File: src/rtl/wb_stage_pkg.sv
// Shared writeback encodings for the core: source selects, load modes and the
// retire-counter default (enabled by defining WB_RETIRE_CNT_EN).
package wb_stage_pkg;

    localparam int WB_ALU  = 0;
    localparam int WB_EXT  = 1;
    localparam int WB_PC   = 2;
    localparam int WB_DRAM = 3;

    typedef enum logic [2:0] {
        LD_B  = 3'd0,
        LD_BU = 3'd1,
        LD_H  = 3'd2,
        LD_HU = 3'd3,
        LD_W  = 3'd4,
        LD_WU = 3'd5,
        LD_D  = 3'd6
    } ld_mode_e;

`ifdef WB_RETIRE_CNT_EN
    localparam bit RETIRE_CNT_EN = 1'b1;
`else
    localparam bit RETIRE_CNT_EN = 1'b0;
`endif

endpackage

File: src/rtl/wb_stage_if.sv
// MEM->WB pipeline bundle plus the register-file write port and retire count.
// master drives the MEM-stage side, slave is the writeback stage.
interface wb_stage_if #(
    parameter int XLEN    = 32,
    parameter int NUM_SRC = 4,
    parameter int SEL_W   = 2,
    parameter int RADDR_W = 5
);
    logic                    stall;
    logic                    flush;
    logic                    mem_valid;
    logic                    mem_rf_we;
    logic [RADDR_W-1:0]      mem_wR;
    logic [SEL_W-1:0]        mem_rf_wsel;
    logic [2:0]              mem_ld_mode;
    logic [NUM_SRC*XLEN-1:0] mem_src;
    logic                    rf_we;
    logic [RADDR_W-1:0]      wR;
    logic [XLEN-1:0]         wD;
    logic                    wb_valid;
    logic [63:0]             retire_cnt;

    modport master (
        output stall, flush, mem_valid, mem_rf_we, mem_wR, mem_rf_wsel, mem_ld_mode, mem_src,
        input  rf_we, wR, wD, wb_valid, retire_cnt
    );

    modport slave (
        input  stall, flush, mem_valid, mem_rf_we, mem_wR, mem_rf_wsel, mem_ld_mode, mem_src,
        output rf_we, wR, wD, wb_valid, retire_cnt
    );
endinterface

File: src/rtl/wb_load_align.sv
// Load aligner/extender: picks the byte/half/word at the address offset and
// sign- or zero-extends it to XLEN. Purely combinational.
module wb_load_align
    import wb_stage_pkg::*;
#(
    parameter int XLEN  = 32,
    parameter int OFF_W = (XLEN == 64) ? 3 : 2
) (
    input  logic [XLEN-1:0]  raw,
    input  logic [OFF_W-1:0] offset,
    input  logic [2:0]       ld_mode,
    output logic [XLEN-1:0]  data
);
    logic [7:0]  byte_v;
    logic [15:0] half_v;
    logic [31:0] word_v;
    logic        word_hi;

    // Only a 64-bit datapath has two words to choose from.
    assign word_hi = (XLEN == 64) ? offset[OFF_W-1] : 1'b0;

    always_comb begin
        byte_v = 8'(raw >> {offset, 3'b000});
        half_v = 16'(raw >> {offset[OFF_W-1:1], 4'b0000});
        word_v = 32'(raw >> {word_hi, 5'b00000});
        data   = raw;
        case (ld_mode)
            LD_B:    data = XLEN'($signed(byte_v));
            LD_BU:   data = XLEN'(byte_v);
            LD_H:    data = XLEN'($signed(half_v));
            LD_HU:   data = XLEN'(half_v);
            LD_W:    data = XLEN'($signed(word_v));
            LD_WU:   data = XLEN'(word_v);
            default: data = raw;
        endcase
    end
endmodule

File: src/rtl/wb_stage.sv
// Writeback stage: MEM/WB register, N-source select and load alignment feeding
// the register-file write port. Retire counter built only with WB_RETIRE_CNT_EN.
module wb_stage
    import wb_stage_pkg::*;
#(
    parameter int XLEN    = 32,
    parameter int NUM_SRC = 4,
    parameter int SEL_W   = 2,
    parameter int RADDR_W = 5
) (
    input  logic     cpu_clk,
    input  logic     cpu_rst,
    wb_stage_if.slave bus
);
    localparam int OFF_W = (XLEN == 64) ? 3 : 2;

    logic                    reg_valid;
    logic                    reg_rf_we;
    logic [RADDR_W-1:0]      reg_wR;
    logic [SEL_W-1:0]        reg_sel;
    logic [2:0]              reg_ld;
    logic [NUM_SRC*XLEN-1:0] reg_src;

    logic [XLEN-1:0]         sel_data;
    logic [XLEN-1:0]         ld_data;
    logic                    sel_ok;

    always_ff @(posedge cpu_clk or posedge cpu_rst) begin
        if (cpu_rst) begin
            reg_valid <= 1'b0;
            reg_rf_we <= 1'b0;
            reg_wR    <= '0;
            reg_sel   <= '0;
            reg_ld    <= '0;
            reg_src   <= '0;
        end else if (bus.flush) begin
            reg_valid <= 1'b0;
            reg_rf_we <= 1'b0;
            reg_wR    <= '0;
            reg_sel   <= '0;
            reg_ld    <= '0;
            reg_src   <= '0;
        end else if (!bus.stall) begin
            reg_valid <= bus.mem_valid;
            reg_rf_we <= bus.mem_rf_we;
            reg_wR    <= bus.mem_wR;
            reg_sel   <= bus.mem_rf_wsel;
            reg_ld    <= bus.mem_ld_mode;
            reg_src   <= bus.mem_src;
        end
    end

    // Selects past the last populated slot yield zero and suppress the write.
    always_comb begin
        sel_data = '0;
        for (int k = 0; k < NUM_SRC; k++) begin
            if (reg_sel == SEL_W'(k)) sel_data = reg_src[k*XLEN +: XLEN];
        end
        sel_ok = (int'(reg_sel) < NUM_SRC);
    end

    wb_load_align #(.XLEN(XLEN), .OFF_W(OFF_W)) u_align (
        .raw     (sel_data),
        .offset  (reg_src[WB_ALU*XLEN +: OFF_W]),
        .ld_mode (reg_ld),
        .data    (ld_data)
    );

    assign bus.wD       = !sel_ok ? '0 : (reg_sel == SEL_W'(WB_DRAM)) ? ld_data : sel_data;
    assign bus.rf_we    = reg_valid & reg_rf_we & (reg_wR != '0) & sel_ok;
    assign bus.wR       = reg_wR;
    assign bus.wb_valid = reg_valid;

`ifdef WB_RETIRE_CNT_EN
    logic [63:0] retire_q;

    always_ff @(posedge cpu_clk or posedge cpu_rst) begin
        if (cpu_rst)                       retire_q <= '0;
        else if (reg_valid && !bus.stall)  retire_q <= retire_q + 64'd1;
    end

    assign bus.retire_cnt = retire_q;
`else
    assign bus.retire_cnt = '0;
`endif

endmodule

File: src/flat_wrapper.sv
// flat-port wrapper written by rule: the top's interface ports become plain ports
module wb_stage_flat import wb_stage_pkg::*;
#(
    parameter int XLEN    = 32,
    parameter int NUM_SRC = 4,
    parameter int SEL_W   = 2,
    parameter int RADDR_W = 5
)
  (cpu_clk, cpu_rst, bus_stall, bus_flush, bus_mem_valid, bus_mem_rf_we, bus_mem_wR, bus_mem_rf_wsel, bus_mem_ld_mode, bus_mem_src, bus_rf_we, bus_wR, bus_wD, bus_wb_valid, bus_retire_cnt);
  wb_stage_if #(.XLEN(XLEN), .NUM_SRC(NUM_SRC), .SEL_W(SEL_W), .RADDR_W(RADDR_W)) bus_i ();
  input  logic cpu_clk;
  input  logic cpu_rst;
  input wire logic [$bits(bus_i.stall)-1:0] bus_stall;
  input wire logic [$bits(bus_i.flush)-1:0] bus_flush;
  input wire logic [$bits(bus_i.mem_valid)-1:0] bus_mem_valid;
  input wire logic [$bits(bus_i.mem_rf_we)-1:0] bus_mem_rf_we;
  input wire logic [$bits(bus_i.mem_wR)-1:0] bus_mem_wR;
  input wire logic [$bits(bus_i.mem_rf_wsel)-1:0] bus_mem_rf_wsel;
  input wire logic [$bits(bus_i.mem_ld_mode)-1:0] bus_mem_ld_mode;
  input wire logic [$bits(bus_i.mem_src)-1:0] bus_mem_src;
  output wire logic [$bits(bus_i.rf_we)-1:0] bus_rf_we;
  output wire logic [$bits(bus_i.wR)-1:0] bus_wR;
  output wire logic [$bits(bus_i.wD)-1:0] bus_wD;
  output wire logic [$bits(bus_i.wb_valid)-1:0] bus_wb_valid;
  output wire logic [$bits(bus_i.retire_cnt)-1:0] bus_retire_cnt;
  assign bus_i.stall = bus_stall;
  assign bus_i.flush = bus_flush;
  assign bus_i.mem_valid = bus_mem_valid;
  assign bus_i.mem_rf_we = bus_mem_rf_we;
  assign bus_i.mem_wR = bus_mem_wR;
  assign bus_i.mem_rf_wsel = bus_mem_rf_wsel;
  assign bus_i.mem_ld_mode = bus_mem_ld_mode;
  assign bus_i.mem_src = bus_mem_src;
  assign bus_rf_we = bus_i.rf_we;
  assign bus_wR = bus_i.wR;
  assign bus_wD = bus_i.wD;
  assign bus_wb_valid = bus_i.wb_valid;
  assign bus_retire_cnt = bus_i.retire_cnt;
  wb_stage #(.XLEN(XLEN), .NUM_SRC(NUM_SRC), .SEL_W(SEL_W), .RADDR_W(RADDR_W)) u_core (.cpu_clk(cpu_clk), .cpu_rst(cpu_rst), .bus(bus_i));
endmodule
File: config.mk
export PLATFORM = sky130hd
export DESIGN_NAME = wb_stage_flat
export DESIGN_NICKNAME = d
export VERILOG_FILES = /design/src/rtl/wb_stage_pkg.sv /design/src/rtl/wb_stage_if.sv /design/src/rtl/wb_load_align.sv /design/src/rtl/wb_stage.sv /design/src/flat_wrapper.sv
export SDC_FILE = /design/constraint.sdc
export NUM_CORES = 1
export LEC_CHECK = 0
export ABC_CLOCK_PERIOD_IN_PS = 7600
export CAP_MARGIN = 20
export CORE_MARGIN = 3
export CORE_UTILIZATION = 48
export DETAILED_ROUTE_END_ITERATION = 8
export PLACE_DENSITY_LB_ADDON = 0.08
export SLEW_MARGIN = 20
export SYNTH_ARGS = -nofsm -noshare
export SYNTH_HDL_FRONTEND = slang
export SYNTH_HIERARCHICAL = 1
export SYNTH_SLANG_ARGS = --single-unit
File: constraint.sdc
create_clock -name cpu_clk -period 7.6 [get_ports cpu_clk]
set_input_delay 2.28 -clock cpu_clk [delete_from_list [all_inputs] [get_ports cpu_clk]]
set_output_delay 2.28 -clock cpu_clk [all_outputs]
set_load 0.03 [all_outputs]
==> Word level (Yosys, flattened, before mapping) <==
Cells that the tools add are included.
{ "op_classes": {"n_eq_ne": 7, "shift": 2, "muxes": 18, "bitwise_logic": 2, "n_reduce_logical": 3} }
{ "op_table": {"columns": ["cell", "count"], "rows": [
  ["$mux W128", 2],
  ["$mux W32", 5],
  ["$pmux W32 S4", 1],
  ["$shr A32 B5 Y16", 1],
  ["$shr A32 B5 Y8", 1],
  ["$mux W5", 2],
  ["$eq A3 B2 Y1 const B", 2],
  ["$mux W3", 2],
  ["$reduce_bool A5 Y1", 1],
  ["$eq A2 B2 Y1 const B", 2],
  ["$mux W1", 4],
  ["$mux W2", 2],
  ["$eq A3 B1 Y1 const B", 1],
  ["$logic_not A3 Y1", 1],
  ["$and A1 B1 Y1", 2],
  ["$eq A2 B1 Y1 const B", 1],
  ["$logic_not A2 Y1", 1],
  ["$ne A2 B1 Y1 const B", 1]
]} }
{ "word_totals": {"regBits": 140, "input_bits": 144, "out_inout_bits": 103, "elab_cells": 38} }

==> Logic depth before layout (Yosys ltp) <==
Gate-level depths: netlist of run 1.
{ "depth": {"ltp_word": 8, "mapped_depth": 9, "depth_no_buf": 5} }

==> By module <==
Netlist of run 1, hierarchy kept.
{ "by_module_without_submodules": {"columns": ["module", "n_inst", "cells_per_inst", "area_per_inst_um2", "seq_area_each_um2"], "rows": [
  ["wb_stage", 1, 598, 7681.1, 3503.4],
  ["wb_load_align", 1, 111, 788.3, 0.0]
]} }

==> Worst setup path before layout of run 1 <==
No wires, ideal clock.
{ "synth_timing": {"path_type": "register -> output", "start": "reg u_core.reg_sel[1]", "end": "out bus_wD[16]", "t_arrival_ns": 2.686, "t_required_ns": 5.320, "setup_slack_ns": 2.634, "stages_incl_launch_ff": 9, "n_path_buf": 3, "cell_sequence": "dfrtp_1 buf_6 buf_8 mux4_2 mux2_1 a31oi_2 buf_2 a2bb2oi_1 mux4_2"} }
{ "synth_via": {"elab_chain_len": 8, "elab_cells_between_ends": 12} }
{ "synth_rtl": {"columns": ["element", "line_no", "text"], "rows": [
  ["start, declared", "wb_stage.sv:20", "logic [SEL_W-1:0] reg_sel;"],
  ["start signal, assigned", "wb_stage.sv:47", "reg_sel <= bus.mem_rf_wsel;"],
  ["$logic_not A2 Y1", "wb_stage.sv:57", "if (reg_sel == SEL_W'(k)) sel_data = reg_src[k*XLEN +: XLEN];"],
  ["$mux W32 (3 in a row)", "wb_stage.sv:57", null],
  ["$mux W32 *", "wb_stage.sv:57", null],
  ["via u_core.sel_data[15]", "wb_stage.sv:24", "logic [XLEN-1:0] sel_data;"],
  ["$shr A32 B5 Y16 or $shr A32 B5 Y8 (tied branches)", "wb_load_align.sv:24, wb_load_align.sv:23", null],
  ["$pmux W32 S4 *", "wb_load_align.sv:27", "case (ld_mode)"],
  ["via u_core.ld_data[16]", "wb_stage.sv:25", "logic [XLEN-1:0] ld_data;"],
  ["$mux W32 *", "wb_stage.sv:69", "assign bus.wD = !sel_ok ? '0 : (reg_sel == SEL_W'(WB_DRAM)) ? ld_data : sel_data;"],
  ["end, declared", "flat_wrapper.sv:23", "output wire logic [$bits(bus_i.wD)-1:0] bus_wD;"]
]} }
The timed path passes the listed nets; every way through them passes the cells marked *.

==> Worst setup path after layout of run 1 <==
{ "layout_timing": {"start": "reg u_core.reg_sel[1]", "end": "out bus_wD[17]"} }
The elaborated chain is that of the path after synthesis.

==> results of run 1 <==
[cells in the mapped netlist (all sizes together)]
cell       n  area share (%)
nor2     147             6.5
mux2i    145              17
dfrtp    140              41
buf      111             9.7
mux4      65              17
a2bb2oi   16             1.7
nand2     11            0.49
clkbuf    10            0.44
nor2b      9            0.66
a21oi      7            0.41
o21ai      7            0.41
a21o       5            0.44
mux2       5            0.66
o221ai     5            0.52
inv        4            0.18
a211o      3            0.31
a22oi      3            0.27
and3       3            0.22
a221o      2            0.24
nand2b     2            0.15
a221oi     1            0.18
a31oi      1            0.15
conb       1           0.044
nand3      1            0.12
nand3b     1           0.089
o21bai     1           0.089
o311a      1            0.12
or3        1           0.074
or3b       1            0.10
[flip-flops by register name (all words and copies together) (netlist names)]
| name | flops |
|---|---|
| u_core/bus.wR | 5 |
| u_core/bus.wb_valid | 1 |
| u_core/reg_ld | 3 |
| u_core/reg_rf_we | 1 |
| u_core/reg_sel | 2 |
| u_core/reg_src | 128 |
[worst max-delay path: stages, from the launching register on]
cell and delay, ns:
dfrtp_4 0.71, mux4_2 0.64, mux2_1 0.33, a31oi_2 0.81
a2bb2oi_1 0.20, mux4_2 0.51, clkdlybuf4s50_1 0.62
[layout make-up]
cell class | count | area, µm² | share of cell area, %
clock inverter | 13 | 118.9 | 1.124
sequential | 140 | 3511 | 33.20
clock buffer | 19 | 452.9 | 4.282
timing repair buffer | 188 | 1868 | 17.66
tap | 220 | 275.3 | 2.603
inverter | 4 | 20.02 | 0.1893
multi-input combinational | 507 | 4330 | 40.94
[per-layer routing]
metal | track usage, % | share of wire [%] | up-vias
li1 | - | - | 2719
met1 | 32.47 | 43 | 3018
met2 | 35.54 | 47 | 271
met3 | 6.103 | 6.9 | 38
met4 | 8.651 | 2.8 | 0
met5 | 0 | 0 | -
[through the flow]
step	hold slack (ns)	setup slack (ns)	std cells
after detailed placement	0.5166	1.516	1059
after floorplan	0.4839	1.567	772
final	0.5245	1.076	1091
after global placement	0.5018	1.583	1059
after CTS	0.5310	1.052	1091
after global routing	0.5518	0.8815	1091
[logic make-up (layout without fill, tap and decap cells)]
group | Yosys count | in the layout | synth area share [%]
AND/OR/NAND/NOR | 176 | 176 | 8.421
AO/OA/AOI/OAI | 52 | 52 | 4.786
buffers and inverters | 125 | 224 | 10.30
multiplexers | 215 | 215 | 35.09
other | 1 | 64 | 0.04428
flip-flops | 140 | 140 | 41.37
[power breakdown]
part / total (mW) / switching (mW) / internal, mW
clock network: 0.798 / 0.331 / 0.467
logic: 0.453 / 0.237 / 0.216
registers: 0.834 / 0.0462 / 0.788
[final timing paths]
kind	startpoint	end	depth (start not counted)
min	u_core/reg_src[127]$_DFFE_PP0P_	u_core/reg_src[127]$_DFFE_PP0P_	2
max	u_core/reg_sel[1]$_DFFE_PP0P_	bus_wD[17]	6
max reg2reg	u_core/reg_sel[0]$_DFFE_PP0P_	u_core/reg_sel[0]$_DFFE_PP0P_	3
max in group asynchronous	cpu_rst	u_core/reg_sel[1]$_DFFE_PP0P_	3
min reg2reg	u_core/reg_src[127]$_DFFE_PP0P_	u_core/reg_src[127]$_DFFE_PP0P_	2
min in group asynchronous	cpu_rst	u_core/reg_src[38]$_DFFE_PP0P_	2
==> impl_results.md, run 1 <==
- Status: completed
- Total wire length: 22160 µm
- Hold Crit Class: reg -> reg
- Critical Path RT: 5.32 ns
- Crit path arrival time: 4.24 ns
- Final net count: 1002
- Via density: 5.542
- Chip Width: 138.8 µm
- DR DRC count: 0
- Clk buf depth: 2
- Vias in the first global route: 6234
- Clock transition at path regs: 0.06 ns
- Crit Path Category: reg -> out
- Clock tree sinks: 140
- Setup bufs post-CTS: 0
- Die area: 19270 µm²
- Unrepaired setup endpoints after global routing: no
- Fill count: 1358
- Fin area: 10580 µm²
- Routed Antenna Nets: 0
- Layout cell share with drive strength beyond 1: 13.20%
- Max_slew headroom: 31.97%
- I/O Buffers: 182
- Tcrit/Tclk final: 85.84%
- Worst skew pair latency: 0.42 ns
- Leak: 4.836 nW
- Reg-to-reg setup timing slack: 5.97 ns
- Skew final: 0 ns
- Max-slew violation count: 0
- Largest net degree at the start of global routing: 98
- PwrDens: 197.2 nW/µm²
- Synthesis-to-finish area growth: 24.88%
- Syn avg cell area: 11.95 µm²
- DR WL/cell: 20.31 µm
- # H-tree levels: 4
- CTS root buf: clkbuf_16
- Vias: 6046
- Core Region: 16940 µm²
- Die Y: 138.8 µm
- Global-route wire length before repair: 35380 µm
- CTS tree: done
- Min Tclk post-route: 6.524 ns
- Total GRT Usage: 23.33%
- Hpwl dp: 15590 µm
- Register bit total from synthesis: 140
- Num CTS Buffers: 17
- Rows: 47
- Most frequent cells in the layout: 180 x clkdlybuf4s50_1, 147 x nor2_1, 145 x mux2i_1
- Routability cong.: 0.8327
- Placed inst area: 10000 µm²
- Detailed Route Iter0 Violations: 378
- Gr ovfl total: 0
- Final setup TNS: 0 ns
- Total power: 2.086 mW
- Initial antenna violation count: 0
- CTS resizes: 0
- Cts hold-fix bufs: 0
- Synth Instances: 709
- Initial Utilization: 50.01%
- Worst vdd ir: 160.8 µV
- # Max-Cap Violations: 0
- Sequential cell area fraction in the yosys report: 41.37%
- # setup viols final: 0
- Antenna cells: 0
- Router iterations before antenna repair: 5
- Synthesized area: 8469 µm²
- Commonest non-fill, non-tap cell in the layout: clkdlybuf4s50_1
- Worst Setup Start Kind: flop
- Crit Path Max Fanout: 22
- I/O Pins: 247
- Final Hold Viols: 0
- Yosys Warn Count: 6
- Distinct cells, synth: 33
- End-of-flow core utilization: 62.45%
- Worst Tran Pin Value: 1.020 ns
- Crit end category: output pin
- Highest Clock Rate: 153.3 MHz
Power figures use the tool's default switching activity.
==> run 2, diff against run 1 <==
--- a/config.mk
+++ b/config.mk
@@ -9,6 +9,7 @@
 export CAP_MARGIN = 20
 export CORE_MARGIN = 3
 export CORE_UTILIZATION = 48
+export CTS_CLUSTER_DIAMETER = 30
 export DETAILED_ROUTE_END_ITERATION = 8
 export PLACE_DENSITY_LB_ADDON = 0.08
 export SLEW_MARGIN = 20
==> results of run 2 <==
Final layout, timing and power as in run 1 (identical DEF).
